`config.mk`:
```
export PLATFORM = sky130hd
export DESIGN_NAME = param_computational_unit
export DESIGN_NICKNAME = d
export VERILOG_FILES = /design/src/rtl/param_computational_unit.sv
export SDC_FILE = /design/constraint.sdc
export NUM_CORES = 1
export LEC_CHECK = 0
export CELL_PAD_IN_SITES_DETAIL_PLACEMENT = 1
export CELL_PAD_IN_SITES_GLOBAL_PLACEMENT = 1
export CORE_ASPECT_RATIO = 1.25
export CORE_MARGIN = 1
export CORE_UTILIZATION = 42
export CTS_BUF_LIST = sky130_fd_sc_hd__clkbuf_2 sky130_fd_sc_hd__clkbuf_4 sky130_fd_sc_hd__clkbuf_8
export CTS_CLUSTER_SIZE = 24
export DETAILED_ROUTE_END_ITERATION = 6
export PLACE_DENSITY_LB_ADDON = 0.1
export SLEW_MARGIN = 5
export SYNTH_ARGS = -nofsm -noshare
export SYNTH_HDL_FRONTEND = slang
export SYNTH_SLANG_ARGS = --single-unit
```
`constraint.sdc`:
```
create_clock -name clk -period 4.2 [get_ports clk]
set_clock_uncertainty 0.1 [all_clocks]
set_input_delay 0.84 -clock clk [delete_from_list [all_inputs] [get_ports clk]]
set_output_delay 0.84 -clock clk [all_outputs]
set_load 0.01 [all_outputs]
```
`src/rtl/param_computational_unit.sv`:
```
// Parametrised nibble-processor computational unit: shared data bus, register file, flag ALU and multi-cycle shift-add multiplier.
// Optional macro SATURATE_EN makes subtract, add and add-with-carry clamp instead of wrapping.
module param_computational_unit #(
    parameter  int DATA_W = 8,
    localparam int CNT_W  = $clog2(DATA_W) + 1
) (
    input  logic              clk,
    input  logic              reset,
    input  logic [3:0]        source_sel,
    input  logic [8:0]        reg_en,
    input  logic              i_sel,
    input  logic              x_sel,
    input  logic              y_sel,
    input  logic [3:0]        alu_op,
    input  logic [DATA_W-1:0] imm,
    input  logic [DATA_W-1:0] dm,
    input  logic [DATA_W-1:0] i_pins,
    output logic [DATA_W-1:0] data_bus,
    output logic [DATA_W-1:0] o_reg,
    output logic [DATA_W-1:0] i,
    output logic [DATA_W-1:0] m,
    output logic [DATA_W-1:0] x0,
    output logic [DATA_W-1:0] x1,
    output logic [DATA_W-1:0] y0,
    output logic [DATA_W-1:0] y1,
    output logic [DATA_W-1:0] r,
    output logic [DATA_W-1:0] r_hi,
    output logic              r_eq_0,
    output logic              c_flag,
    output logic              busy,
    output logic              mul_done
);

    typedef enum logic [3:0] {
        OP_NEG = 4'd0, OP_SUB = 4'd1, OP_ADD = 4'd2, OP_MUL = 4'd3,
        OP_XOR = 4'd4, OP_AND = 4'd5, OP_NOT = 4'd6, OP_OR  = 4'd7,
        OP_SHL = 4'd8, OP_SHR = 4'd9, OP_ADC = 4'd10
    } alu_op_e;

    localparam logic [CNT_W-1:0] LAST_STEP = CNT_W'(DATA_W - 1);

    logic [DATA_W-1:0]   xo, yo, alu_res, mcand;
    logic [DATA_W:0]     wide, step_sum;
    logic                alu_c, alu_wr;
    logic [2*DATA_W-1:0] acc, acc_next;
    logic [CNT_W-1:0]    cnt;
    logic                unused_reg_en7;

    assign unused_reg_en7 = reg_en[7];
    assign xo = x_sel ? x1 : x0;
    assign yo = y_sel ? y1 : y0;

    always_comb begin
        case (source_sel)
            4'd0:    data_bus = x0;
            4'd1:    data_bus = x1;
            4'd2:    data_bus = y0;
            4'd3:    data_bus = y1;
            4'd4:    data_bus = r;
            4'd5:    data_bus = m;
            4'd6:    data_bus = i;
            4'd7:    data_bus = dm;
            4'd8:    data_bus = imm;
            4'd9:    data_bus = i_pins;
            4'd10:   data_bus = r_hi;
            default: data_bus = '0;
        endcase
    end

    always_comb begin
        // NOTE: every output gets a default first so no path through the case leaves a latch.
        alu_res = '0;
        alu_c   = 1'b0;
        alu_wr  = 1'b1;
        wide    = '0;
        case (alu_op)
            OP_NEG: begin
                wide    = {1'b0, {DATA_W{1'b0}}} - {1'b0, xo};
                alu_res = wide[DATA_W-1:0];
                alu_c   = |xo;
            end
            OP_SUB: begin
                wide    = {1'b0, xo} - {1'b0, yo};
                alu_c   = wide[DATA_W];
`ifdef SATURATE_EN
                alu_res = wide[DATA_W] ? '0 : wide[DATA_W-1:0];
`else
                alu_res = wide[DATA_W-1:0];
`endif
            end
            OP_ADD, OP_ADC: begin
                wide = {1'b0, xo} + {1'b0, yo}
                     + ((alu_op == OP_ADC) ? {{DATA_W{1'b0}}, c_flag} : '0);
                alu_c = wide[DATA_W];
`ifdef SATURATE_EN
                alu_res = wide[DATA_W] ? '1 : wide[DATA_W-1:0];
`else
                alu_res = wide[DATA_W-1:0];
`endif
            end
            OP_XOR: alu_res = xo ^ yo;
            OP_AND: alu_res = xo & yo;
            OP_NOT: alu_res = ~xo;
            OP_OR:  alu_res = xo | yo;
            OP_SHL: begin
                alu_res = {xo[DATA_W-2:0], 1'b0};
                alu_c   = xo[DATA_W-1];
            end
            OP_SHR: begin
                alu_res = {1'b0, xo[DATA_W-1:1]};
                alu_c   = xo[0];
            end
            default: alu_wr = 1'b0;  // multiply start and codes 11-15 leave r and flags alone
        endcase
    end

    // Upper half accumulates the multiplicand, lower half shifts out multiplier bits LSB first.
    assign step_sum = {1'b0, acc[2*DATA_W-1:DATA_W]} + (acc[0] ? {1'b0, mcand} : '0);
    assign acc_next = {step_sum, acc[DATA_W-1:1]};

    // NOTE: state is updated with non-blocking assignments so every register samples pre-edge values.
    always_ff @(posedge clk or posedge reset) begin
        if (reset) begin
            x0 <= '0; x1 <= '0; y0 <= '0; y1 <= '0;
            m  <= '0; i  <= '0; o_reg <= '0;
            r  <= '0; r_hi <= '0;
            r_eq_0   <= 1'b1;
            c_flag   <= 1'b0;
            busy     <= 1'b0;
            mul_done <= 1'b0;
            mcand    <= '0;
            acc      <= '0;
            cnt      <= '0;
        end else begin
            mul_done <= 1'b0;
            if (reg_en[0]) x0    <= data_bus;
            if (reg_en[1]) x1    <= data_bus;
            if (reg_en[2]) y0    <= data_bus;
            if (reg_en[3]) y1    <= data_bus;
            if (reg_en[5]) m     <= data_bus;
            if (reg_en[6]) i     <= i_sel ? i + m : data_bus;
            if (reg_en[8]) o_reg <= data_bus;

            if (busy) begin
                acc <= acc_next;
                cnt <= cnt + 1'b1;
                if (cnt == LAST_STEP) begin
                    r        <= acc_next[DATA_W-1:0];
                    r_hi     <= acc_next[2*DATA_W-1:DATA_W];
                    r_eq_0   <= (acc_next == '0);
                    c_flag   <= 1'b0;
                    busy     <= 1'b0;
                    mul_done <= 1'b1;
                end
            end else if (reg_en[4]) begin
                if (alu_op == OP_MUL) begin
                    mcand <= xo;
                    acc   <= {{DATA_W{1'b0}}, yo};
                    cnt   <= '0;
                    busy  <= 1'b1;
                end else if (alu_wr) begin
                    r      <= alu_res;
                    r_eq_0 <= (alu_res == '0);
                    c_flag <= alu_c;
                end
            end
        end
    end

endmodule

```
==> After elaboration in Yosys (flattened, before gate mapping) <==
Index checks and enable logic that the tools add are counted.
{ "op_classes": {"muxes": 36, "n_bitwise": 5, "n_eq_ne": 23, "n_addsub": 7, "n_reduce_logical": 14} }
{ "ops": {"columns": ["operator", "n"], "rows": [
  ["$pmux W8 S11", 1],
  ["$mux W8", 9],
  ["$pmux W8 S9", 1],
  ["$mux W16", 3],
  ["$eq A4 B3 Y1 const B", 9],
  ["$eq A4 B4 Y1 const B", 6],
  ["$add A8 B8 Y9", 2],
  ["$mux W1", 18],
  ["$eq A4 B2 Y1 const B", 4],
  ["$logic_not A16 Y1", 1],
  ["$mux W4", 3],
  ["$reduce_or A10 Y1", 1],
  ["$add A9 B1 Y9", 1],
  ["$sub A8 B8 Y9", 1],
  ["$add A8 B8 Y8", 1],
  ["$and A8 B8 Y8", 1],
  ["$eq A4 B1 Y1 const B", 2],
  ["$logic_not A4 Y1", 2],
  ["$logic_not A8 Y1", 1],
  ["$not A8 Y8", 1],
  ["$or A8 B8 Y8", 1],
  ["$reduce_or A8 Y1", 1],
  ["$sub A1 B8 Y8 const A", 1],
  ["$xor A8 B8 Y8", 1],
  ["10 further kinds", 13]
]} }
{ "word_totals": {"register_bits": 104, "word_cells": 101, "output_inout_bits": 84, "inputBits": 46} }

==> Longest topological paths before layout <==
Gate-level depths: netlist of the first run.
{ "depth": {"word_depth": 9, "ltp_mapped": 13} }

==> Least setup slack after synthesis of the first run <==
OpenSTA, ideal clock, no wires.
{ "synth_path": {"path_kind": "in2reg", "startpoint": "input y_sel", "endpoint": "register r_eq_0", "path_stages": 10, "setup_slack_ps": 419, "arrival_time_ps": 3620, "setup_time_ps": 61, "n_path_buf": 1, "required_ps": 4039, "path_cell_list": "clkbuf_1 > mux2i_1 > ha_1 > o21bai_1 > nor4b_1 > nor3_1 > a221o_1 > a221o_1 > nor4_2 > a31o_1"} }
{ "synth_via": {"elab_chain_cells": 9, "word_cells_on_any_way": 13, "cone_classes": "add/sub: 3; mux: 6; bitwise: 3; reduce/logical: 1"} }
{ "synth_lines": {"columns": ["item", "line_no", "rtl"], "rows": [
  ["start: declaration", "13", "input logic y_sel,"],
  ["$mux W8 (*)", "51", "assign yo = y_sel ? y1 : y0;"],
  ["$add A8 B8 Y9", "92", "wide = {1'b0, xo} + {1'b0, yo}"],
  ["$add A9 B1 Y9", "93", "+ ((alu_op == OP_ADC) ? {{DATA_W{1'b0}}, c_flag} : '0);"],
  ["$pmux W8 S9 (*)", "76", "case (alu_op)"],
  ["$logic_not A8 Y1 (*)", "163", "r_eq_0 <= (alu_res == '0);"],
  ["$mux W1 (*)", "161", "end else if (alu_wr) begin"],
  ["$mux W1 (*)", "156", "if (alu_op == OP_MUL) begin"],
  ["$mux W1 (*)", "155", "end else if (reg_en[4]) begin"],
  ["$mux W1 (*)", "144", "if (busy) begin"],
  ["end signal: assignment", "150", "r_eq_0 <= (acc_next == '0);"],
  ["end signal: assignment", "163", null],
  ["end: declaration", "28", "output logic r_eq_0,"]
]} }
Mark *: on every way between the ends. The rest lies on a longest branch, timed or not. The select of a mux whose other input is x is not followed.
A chain may end at the register's enable or synchronous reset.

==> Final worst setup path of the first run <==
{ "layout_path": {"startpoint": "input source_sel[2]", "endpoint": "output data_bus[4]"} }
{ "layout_via": {"elab_chain_cells": 2, "word_cells_on_any_way": 12, "cone_classes": "eq/ne: 10; mux: 1; reduce/logical: 1"} }
{ "layout_lines": {"columns": ["item", "line_no", "rtl"], "rows": [
  ["start: declaration", "9", "input logic [3:0] source_sel,"],
  ["$eq A4 B4 Y1, or another cell as far along", "54", "case (source_sel)"],
  ["$pmux W8 S11 (*)", "54", null],
  ["end: declaration", "18", "output logic [DATA_W-1:0] data_bus,"]
]} }
Mark *: on every way between the ends. The rest lies on a longest branch, timed or not.

==> results, run 1 <==
- For this block, the routed nets add up to 27490 microns of wire.
- Across the run, the number of max-cap violations was 0.
- The critical path data required time is 3.26 ns.
- For hold timing, the worst endpoint is cnt[0].
- The final layout net count is 1103.
- The main flop type after synthesis is sky130_fd_sc_hd__dfrtp_1.
- The wire length per cell after detailed routing is 22.17 microns.
- The CTS root buffer is sky130_fd_sc_hd__clkbuf_8.
- The fraction of registers with async set or reset after synthesis is 100.0%.
- In this run, synthesis inferred 0 flip-flops with an integrated enable.
- During synthesis, Yosys emitted a total of 0 warnings.
- The via count of the first global-routing pass is 7629.
- The number of clock buffers inserted by TritonCTS is 9.
- Entering global routing, the biggest net connects 64 pins.
- STA classifies the critical path startpoint as an input pin.
- Along the worst path, the maximum fanout reaches 23.
- The post-synthesis instance total is 841.
- Ranked by flip-flop count, first place goes to acc.
- The most numerous cell type found on the critical path is sky130_fd_sc_hd__clkdlybuf4s50_1.
- The initial antenna violation count is 0.
- The synthesized netlist net count is 933.
- The number of hold violations in the final report is 0.
- The data arrival time of the critical path is 3.15 ns.
- The final standard cell area without fillers is 0.009708 sq mm.
- The overall track demand over capacity in global routing is 30.84%.
- The slew at the pin closest to its max-slew limit is 0.8021 ns.
- By startpoint and endpoint, the worst setup path is classified as in -> out.
- The startpoint identified for the worst hold timing path is cnt[0].
- On the final layout, the worst hold slack is 0.4350 ns.
- During I/O placement, the number of pins put on the boundary was 130.
- The first global-routing pass estimated 42770 microns of wire.
- After synthesis the netlist holds a flip-flop and latch count of 104.
- The H-tree was split into 3 levels.
- Clock latency on the worst-skew pair, taken at its later pin, is 0.40 ns.
- The number of max-slew violations in the final report is 0.
- The post-synthesis area per instance is 8.929 sq um.
- The area of the die is 0.01842 sq mm.
- The number of optimization iterations in the first detailed-route pass is 4.
- The CTS clock-pin slew for the worst setup and hold paths is 0.13 ns.
- The worst vdd rail ir drop is 0.0002409 V.
- The register with the most flip-flops in the layout has 16 of them.
- The flow ran to the end, and the final reports show no timing, DRC or antenna violations.
- The count of routing violations after the opening detailed-route iteration is 428.
- The capturing element type of the critical path is a primary output.
- The height of the die is 151.5 microns.
- Measured against its own limit, the worst slew margin works out to 46.53%.
- In this run the deepest clock path goes through 2 buffers.
- The count of placed standard cells in the final layout, fillers left out is 1240.
- The repair_antennas step left the layout with diodes totalling 0.
- In the layout the commonest cells are sky130_fd_sc_hd__clkdlybuf4s50_1 (127), sky130_fd_sc_hd__dfrtp_1 (103), sky130_fd_sc_hd__nor2_1 (92).
- The signal on the critical path passes through clkdlybuf4s50_1, buf_12, nor2b_1, a22oi_1, o22ai_1, nand2_1, and3_1, inv_1, clkdlybuf4s50_1.
- TritonCTS built the clock tree.
- The count of buffers added on input and output ports is 128.
- The starting density of the core is 42.91%.
- The count of cell types in the netlist is 81.
- The endpoint of the worst-slack reg-to-reg timing path is r[6].
- The commonest non-fill, non-tap cell in the layout is sky130_fd_sc_hd__clkdlybuf4s50_1.
- Grouping stages by cell kind, the critical path spends the most delay in buffers and inverters.
- The final weighted congestion in routability-driven placement is 0.9347.
- Power spread over the standard cell area amounts to 483.8 mW/mm^2.
- After layout, the minimum clock period comes to 4.087 ns.
- The via count of the routed design is 7264.
- The post-place instance area is 0.009494 sq mm.
- The layout cell share with drive strength beyond 1 is 15.94%.
- The maximum single-stage delay on the critical path is 0.53 ns.
- The worst setup margin is 0.1131 ns.
- The count of buffering cells on the critical path with inverters included is 4.
- The start of the worst register-to-register path is y0[0].
- The horizontal die dimension is 121.6 microns.
- The slack of the worst reg-to-reg path is 0.84 ns.
- The depth of the worst hold-timing path is 1.
- The core outline area is 0.01750 sq mm.
- The number of cell rows is 54.
- Setup repair after global routing left no endpoint under its margin.
- Once placement completed, the tool counted placed cells totaling 1224.
- The residual DRC count is 0.
- The share of the Yosys chip area taken by registers is 34.67%.
- Summed over all layers, the global routing overflow is 0.
- The maximum clock frequency is 244.7 MHz.
- The worst setup slack after placement is -0.1784 ns.
- The library cell contributing the largest single delay on the critical path is sky130_fd_sc_hd__clkdlybuf4s50_1.
- The synthesized netlist occupies a cell area of 0.007510 sq mm.
- Setup violations remaining at the end of the flow were counted as 0.
- The static leakage is 4.273 nW.
- Clock tree synthesis found a total of 104 sinks.
- The layout overhead on the synthesized area is 29.27%.
- In the routed layout, each cell is associated on average with a via count of 5.858.
- The post-route clock period utilization is 97.31%.
- The wire-length estimate of the detail-placed layout is 21450 microns.
- The path class of the tightest hold or removal check is reg -> reg.
- The worst register-to-register path has a depth of 11.
- The detail route stage leaves a number of antenna-violating nets equal to 0.
kinds of logic (layout without fill, tap and decap cells):
| logic type | Yosys count | count (layout) | synth area share (%) |
|---|---|---|---|
| simple gates | 268 | 268 | 17.38 |
| compound gates | 232 | 232 | 19.36 |
| flops | 104 | 104 | 34.67 |
| buf+inv | 100 | 275 | 5.798 |
| mux | 76 | 76 | 12.88 |
| fa+ha+maj | 46 | 46 | 8.164 |
| xor+xnor | 15 | 15 | 1.749 |
cell usage after synthesis (5+ instances only):
cell	instances	area [sq um]
sky130_fd_sc_hd__o21ai_0	53	265.3
sky130_fd_sc_hd__nor2b_1	15	93.84
sky130_fd_sc_hd__mux2i_1	37	370.4
sky130_fd_sc_hd__nand3b_1	6	45.04
sky130_fd_sc_hd__buf_2	17	85.08
sky130_fd_sc_hd__o211ai_1	7	52.55
sky130_fd_sc_hd__and2_1	13	81.33
sky130_fd_sc_hd__inv_1	41	153.9
sky130_fd_sc_hd__dfrtp_1	103	2577
sky130_fd_sc_hd__ha_1	41	513.0
sky130_fd_sc_hd__a21oi_1	86	430.4
sky130_fd_sc_hd__o22ai_1	6	37.54
sky130_fd_sc_hd__a31oi_1	10	62.56
sky130_fd_sc_hd__xnor2_1	10	87.58
sky130_fd_sc_hd__a21o_1	5	37.54
sky130_fd_sc_hd__nand2_1	67	251.5
sky130_fd_sc_hd__mux2i_4	7	157.7
sky130_fd_sc_hd__xor2_1	5	43.79
sky130_fd_sc_hd__mux4_2	7	157.7
sky130_fd_sc_hd__a211oi_1	6	45.04
sky130_fd_sc_hd__nand3_1	15	75.07
sky130_fd_sc_hd__fa_1	5	100.1
sky130_fd_sc_hd__clkbuf_1	27	101.4
sky130_fd_sc_hd__nor2_1	92	345.3
sky130_fd_sc_hd__or3_1	5	31.28
sky130_fd_sc_hd__nor3_1	17	85.08
sky130_fd_sc_hd__nand2b_1	7	43.79
sky130_fd_sc_hd__mux2_2	25	281.5
worst max-delay path by stage:
stage                   to  cells past startpoint          start  slack [ns]
2_1_floorplan       r_eq_0                     10          y_sel        0.42
3_3_place_gp          r[7]                     13          y_sel       -0.20
6_report       data_bus[4]                      9  source_sel[2]        0.11
4_1_cts        data_bus[2]                     10  source_sel[2]        0.08
3_5_place_dp          r[7]                     13          y_sel       -0.18
5_1_grt        data_bus[4]                      9  source_sel[2]        0.02
power by group:
part / total (W) / switching, W / leakage (nW) / internal (W)
Sequential: 0.00159 / 0.000320 / 1.29 / 0.00127
Clock: 0.000673 / 0.000433 / 0.104 / 0.000240
Combinational: 0.00243 / 0.00127 / 2.88 / 0.00116
timing repair:
item | 4_1_cts | 5_1_grt
resized for setup | 1 | 1
buffers inserted | 0 | 0
endpoints found under the setup margin | 1 | 2
hold buffers | 0 | 0
stage by stage:
stage | total power [W] | setup TNS, ns | utilization [%]
final | 0.004697 | 0 | 55.48
after global routing | 0.005012 | 0 | 55.48
after CTS | 0.004711 | 0 | 55.46
after detailed placement | 0.004027 | -0.5389 | 54.25
after global placement | 0.003904 | -0.4503 | 54.25
after floorplan | 0.002878 | 0 | -
final cells by class:
type                    count  area (sq um)
flip-flops and latches    104          2604
fillers                  2063          7791
repair buffers            213          1964
well taps                 224         280.3
inverters                  46         175.2
clock inverters             7         81.33
multi-input cells         637          4479
clock buffers               9         123.9
layer usage:
| metal | vias up | part of all wire (%) | track usage (%) |
|---|---|---|---|
| li1 | 3338 | - | - |
| met1 | 3651 | 41 | 37.71 |
| met2 | 218 | 51 | 53.44 |
| met3 | 57 | 3.9 | 4.042 |
| met4 | 0 | 4.1 | 14.81 |
| met5 | - | 0 | 0 |
Note: power is estimated with default switching activity, not from simulation.
==> inputs of run 2 (changes only) <==
--- a/config.mk
+++ b/config.mk
@@ -5,6 +5,7 @@
 export SDC_FILE = /design/constraint.sdc
 export NUM_CORES = 1
 export LEC_CHECK = 0
+export ABC_CLOCK_PERIOD_IN_PS = 4200
 export CELL_PAD_IN_SITES_DETAIL_PLACEMENT = 1
 export CELL_PAD_IN_SITES_GLOBAL_PLACEMENT = 1
 export CORE_ASPECT_RATIO = 1.25
==> results of run 2 <==
No change in the layout: final DEF, timing and power equal those of run 1.
==> inputs of run 3 (changes only) <==
--- a/config.mk
+++ b/config.mk
@@ -15,6 +15,7 @@
 export CTS_CLUSTER_SIZE = 24
 export DETAILED_ROUTE_END_ITERATION = 6
 export PLACE_DENSITY_LB_ADDON = 0.1
+export SETUP_SLACK_MARGIN = 0.05
 export SLEW_MARGIN = 5
 export SYNTH_ARGS = -nofsm -noshare
 export SYNTH_HDL_FRONTEND = slang
==> run 3 against run 2 <==
First-iteration DRC count increased by 4.7%. Critical endpoint is now data_bus[1]. Sequential power about the same. Largest cell class unchanged. Combinational power about the same.
==> results, run 3 (synthesis gave the netlist of run 1 again) <==
- The worst pin sits at a relative slew slack of 45.93%.
- The final core utilization is 55.53%.
- The layout cell share with drive strength beyond 1 is 16.14%.
- The number of antenna diodes in the final layout is 0.
- The minimum clock period after layout is 4.092 ns.
- Setup violations remaining at the end of the flow were counted as 0.
- The number of H-tree levels is 3.
- Across the run, the number of max-cap violations was 0.
- The slack of the worst reg-to-reg path is 0.87 ns.
- For this run, the detailed router's first-pass iteration total came to 5.
- STA puts the critical path data required time at 3.26 ns.
- 130 I/O pins were placed.
- The net count of the finished layout is 1103.
- The slew at the pin closest to its max-slew limit is 0.8110 ns.
- Summed over all layers, the routed wires come to 27490 microns.
- TritonCTS built the clock tree.
- The number of max-slew violations in the final report is 0.
- The horizontal die dimension is 121.6 microns.
- The worst setup slack after placement is -0.1784 ns.
- The starting density of the core is 42.91%.
- In the layout the commonest cells are sky130_fd_sc_hd__clkdlybuf4s50_1 (127), sky130_fd_sc_hd__dfrtp_1 (103), sky130_fd_sc_hd__nor2_1 (92).
- The endpoint identified for the worst register-to-register timing path is r[6].
- Measured along the y axis, the die boundary spans 151.5 microns.
- The hold buffer count at CTS is 0.
- The sink count of the clock tree is 104.
- The via count of the routed design is 7266.
- Along the worst path, the maximum fanout reaches 17.
- The maximum clock frequency is 244.4 MHz.
- In the global route stage, met1 resource usage came out at 37.71%.
- The later pin in the worst-skew pair is clocked with a latency of 0.40 ns.
- The critical path launch point type is an input pin.
- The number of flip-flops under the largest register name is 16.
- acc holds more flip-flops than any other register.
- The final standard cell area without fillers is 0.009717 sq mm.
- The worst register-to-register path begins at y0[0].
- The type of the most critical hold path is reg -> reg.
- Dividing the detail-routed via count by the number of cells gives 5.860.
- The post-CTS setup repair buffer count is 0.
- The setup TNS after final layout is 0 ns.
- The largest individual stage delay along the critical path comes from the cell sky130_fd_sc_hd__clkdlybuf4s50_1.
- The critical path contains buffers and inverters numbering 5 combined.
- The most numerous cell type found on the critical path is sky130_fd_sc_hd__clkdlybuf4s50_1.
- The run finished with clean final reports.
- The launch point of the worst hold path is cnt[0].
- The remaining number of nets flagged by the antenna check after routing is 0.
- By startpoint and endpoint, the worst setup path is classified as in -> out.
- Along the worst hold path, the cell count comes to 1.
- In this run the static leakage power is 4.276 nW.
- In this run the tool buffered the top-level ports with 128 buffer cells.
- The number of clock buffers inserted by TritonCTS is 9.
- The core outline area is 0.01750 sq mm.
- The layout overhead on the synthesized area is 29.39%.
- The remaining global-route overflow is 0.
- In this design, the largest share of critical-path delay is due to buffers and inverters.
- Across the VDD grid, the largest voltage drop is 0.0002407 V.
- The die covers 0.01842 sq mm.
- The busiest layer in global routing is met2.
- At the end of routability-driven placement, the weighted congestion stood at 0.9347.
- The overall track demand over capacity in global routing is 30.84%.
- Traced cell by cell, the critical path runs through clkdlybuf4s50_1, buf_12, mux4_2, o21ai_0, a2bb2oi_2, buf_4, inv_1, clkdlybuf4s50_1.
- The tree is rooted in a sky130_fd_sc_hd__clkbuf_8.
- The HPWL after detailed placement is 21450 microns.
- The via count of the first global-routing pass was 7629.
- The worst setup margin is 0.1077 ns.
- The largest single stage delay on the critical path is 0.59 ns.
- The terminating pin of the worst hold path is cnt[0].
- The data arrival time of the critical path is 3.15 ns.
- The number of hold violations in the final report is 0.
- Once placement finished, the instance area stood at 0.009494 sq mm.
- Setup repair after global routing could not meet its margin everywhere.
- Hold is met by 0.4331 ns.
- The count of filler cells inserted in the layout is 2060.
- The count of cells along the worst register-to-register path is 11.
- The met3 track utilization from global routing is 4.042%.
- After clock tree synthesis, the clock-pin slew on the worst setup and hold paths is 0.13 ns.
- The post-route clock period utilization is 97.44%.
- Power spread over the standard cell area amounts to 483.5 mW/mm^2.
- The initial antenna violation count is 0.
- The number of buffers between clock root and the deepest sink is 2.
- The wire length of the first global-routing pass is 42770 microns.
- After floorplanning, the core was divided into 54 placement rows.
- The count of routing violations after the opening detailed-route iteration is 448.
- The wire length per cell after detailed routing is 22.17 microns.
- Entering global routing, the biggest net connects 64 pins.
- For this run, design rule violations remaining after detail routing come to 0.
- The library cell used most frequently in the layout, excluding fill and tap cells, is sky130_fd_sc_hd__clkdlybuf4s50_1.
- For met2 alone, demand over resource in global routing was 53.44%.
- The capturing element type of the critical path is a primary output.
==> run 3: cell counts in the layout (fill, tap and decap cells not counted) <==
No cell type changed its count.
==> run 3: worst max-delay path by stage <==
stage | endpoint | depth (start not counted) | start | slack [ns]
after detailed placement | r[7] | 13 | y_sel | -0.18
after floorplan | r_eq_0 | 10 | y_sel | 0.42
after CTS | data_bus[2] | 10 | source_sel[2] | 0.08
after global routing | data_bus[2] | 10 | source_sel[2] | 0.04
final | data_bus[1] | 8 | source_sel[1] | 0.11
after global placement | r[7] | 13 | y_sel | -0.20
==> run 3: power breakdown <==
| part | internal [W] | switching [W] | leakage (nW) |
|---|---|---|---|
| Clock | 0.000240 | 0.000432 | 0.104 |
| Combinational | 0.00116 | 0.00127 | 2.88 |
| Sequential | 0.00127 | 0.000321 | 1.29 |
==> run 3: what timing repair did <==
action                                  in CTS  in global routing
endpoints found under the setup margin       1                  4
pin swaps                                    0                  1
resized for setup                            1                  3
==> run 3: through the flow <==
step                instances  total power [W]
finish                   1240         0.004698
global route             1240         0.005016
CTS                      1240         0.004711
detailed placement       1224         0.004027
global placement         1224         0.003904
floorplan                 841         0.002878
==> run 3: final cells by class <==
type | count | area, sq um | share of cell area, %
clock inverter | 7 | 81.33 | 0.8370
sequential | 104 | 2604 | 26.80
inverter | 46 | 175.2 | 1.803
multi-input combinational | 637 | 4488 | 46.19
clock buffer | 9 | 123.9 | 1.275
tap | 224 | 280.3 | 2.884
timing repair buffer | 213 | 1964 | 20.22
==> run 3: layer usage <==
layer / part of all wire [%] / vias to the layer above
li1: - / 3339
met1: 41 / 3647
met2: 51 / 219
met3: 4.3 / 61
met4: 4.3 / 0
met5: 0 / -
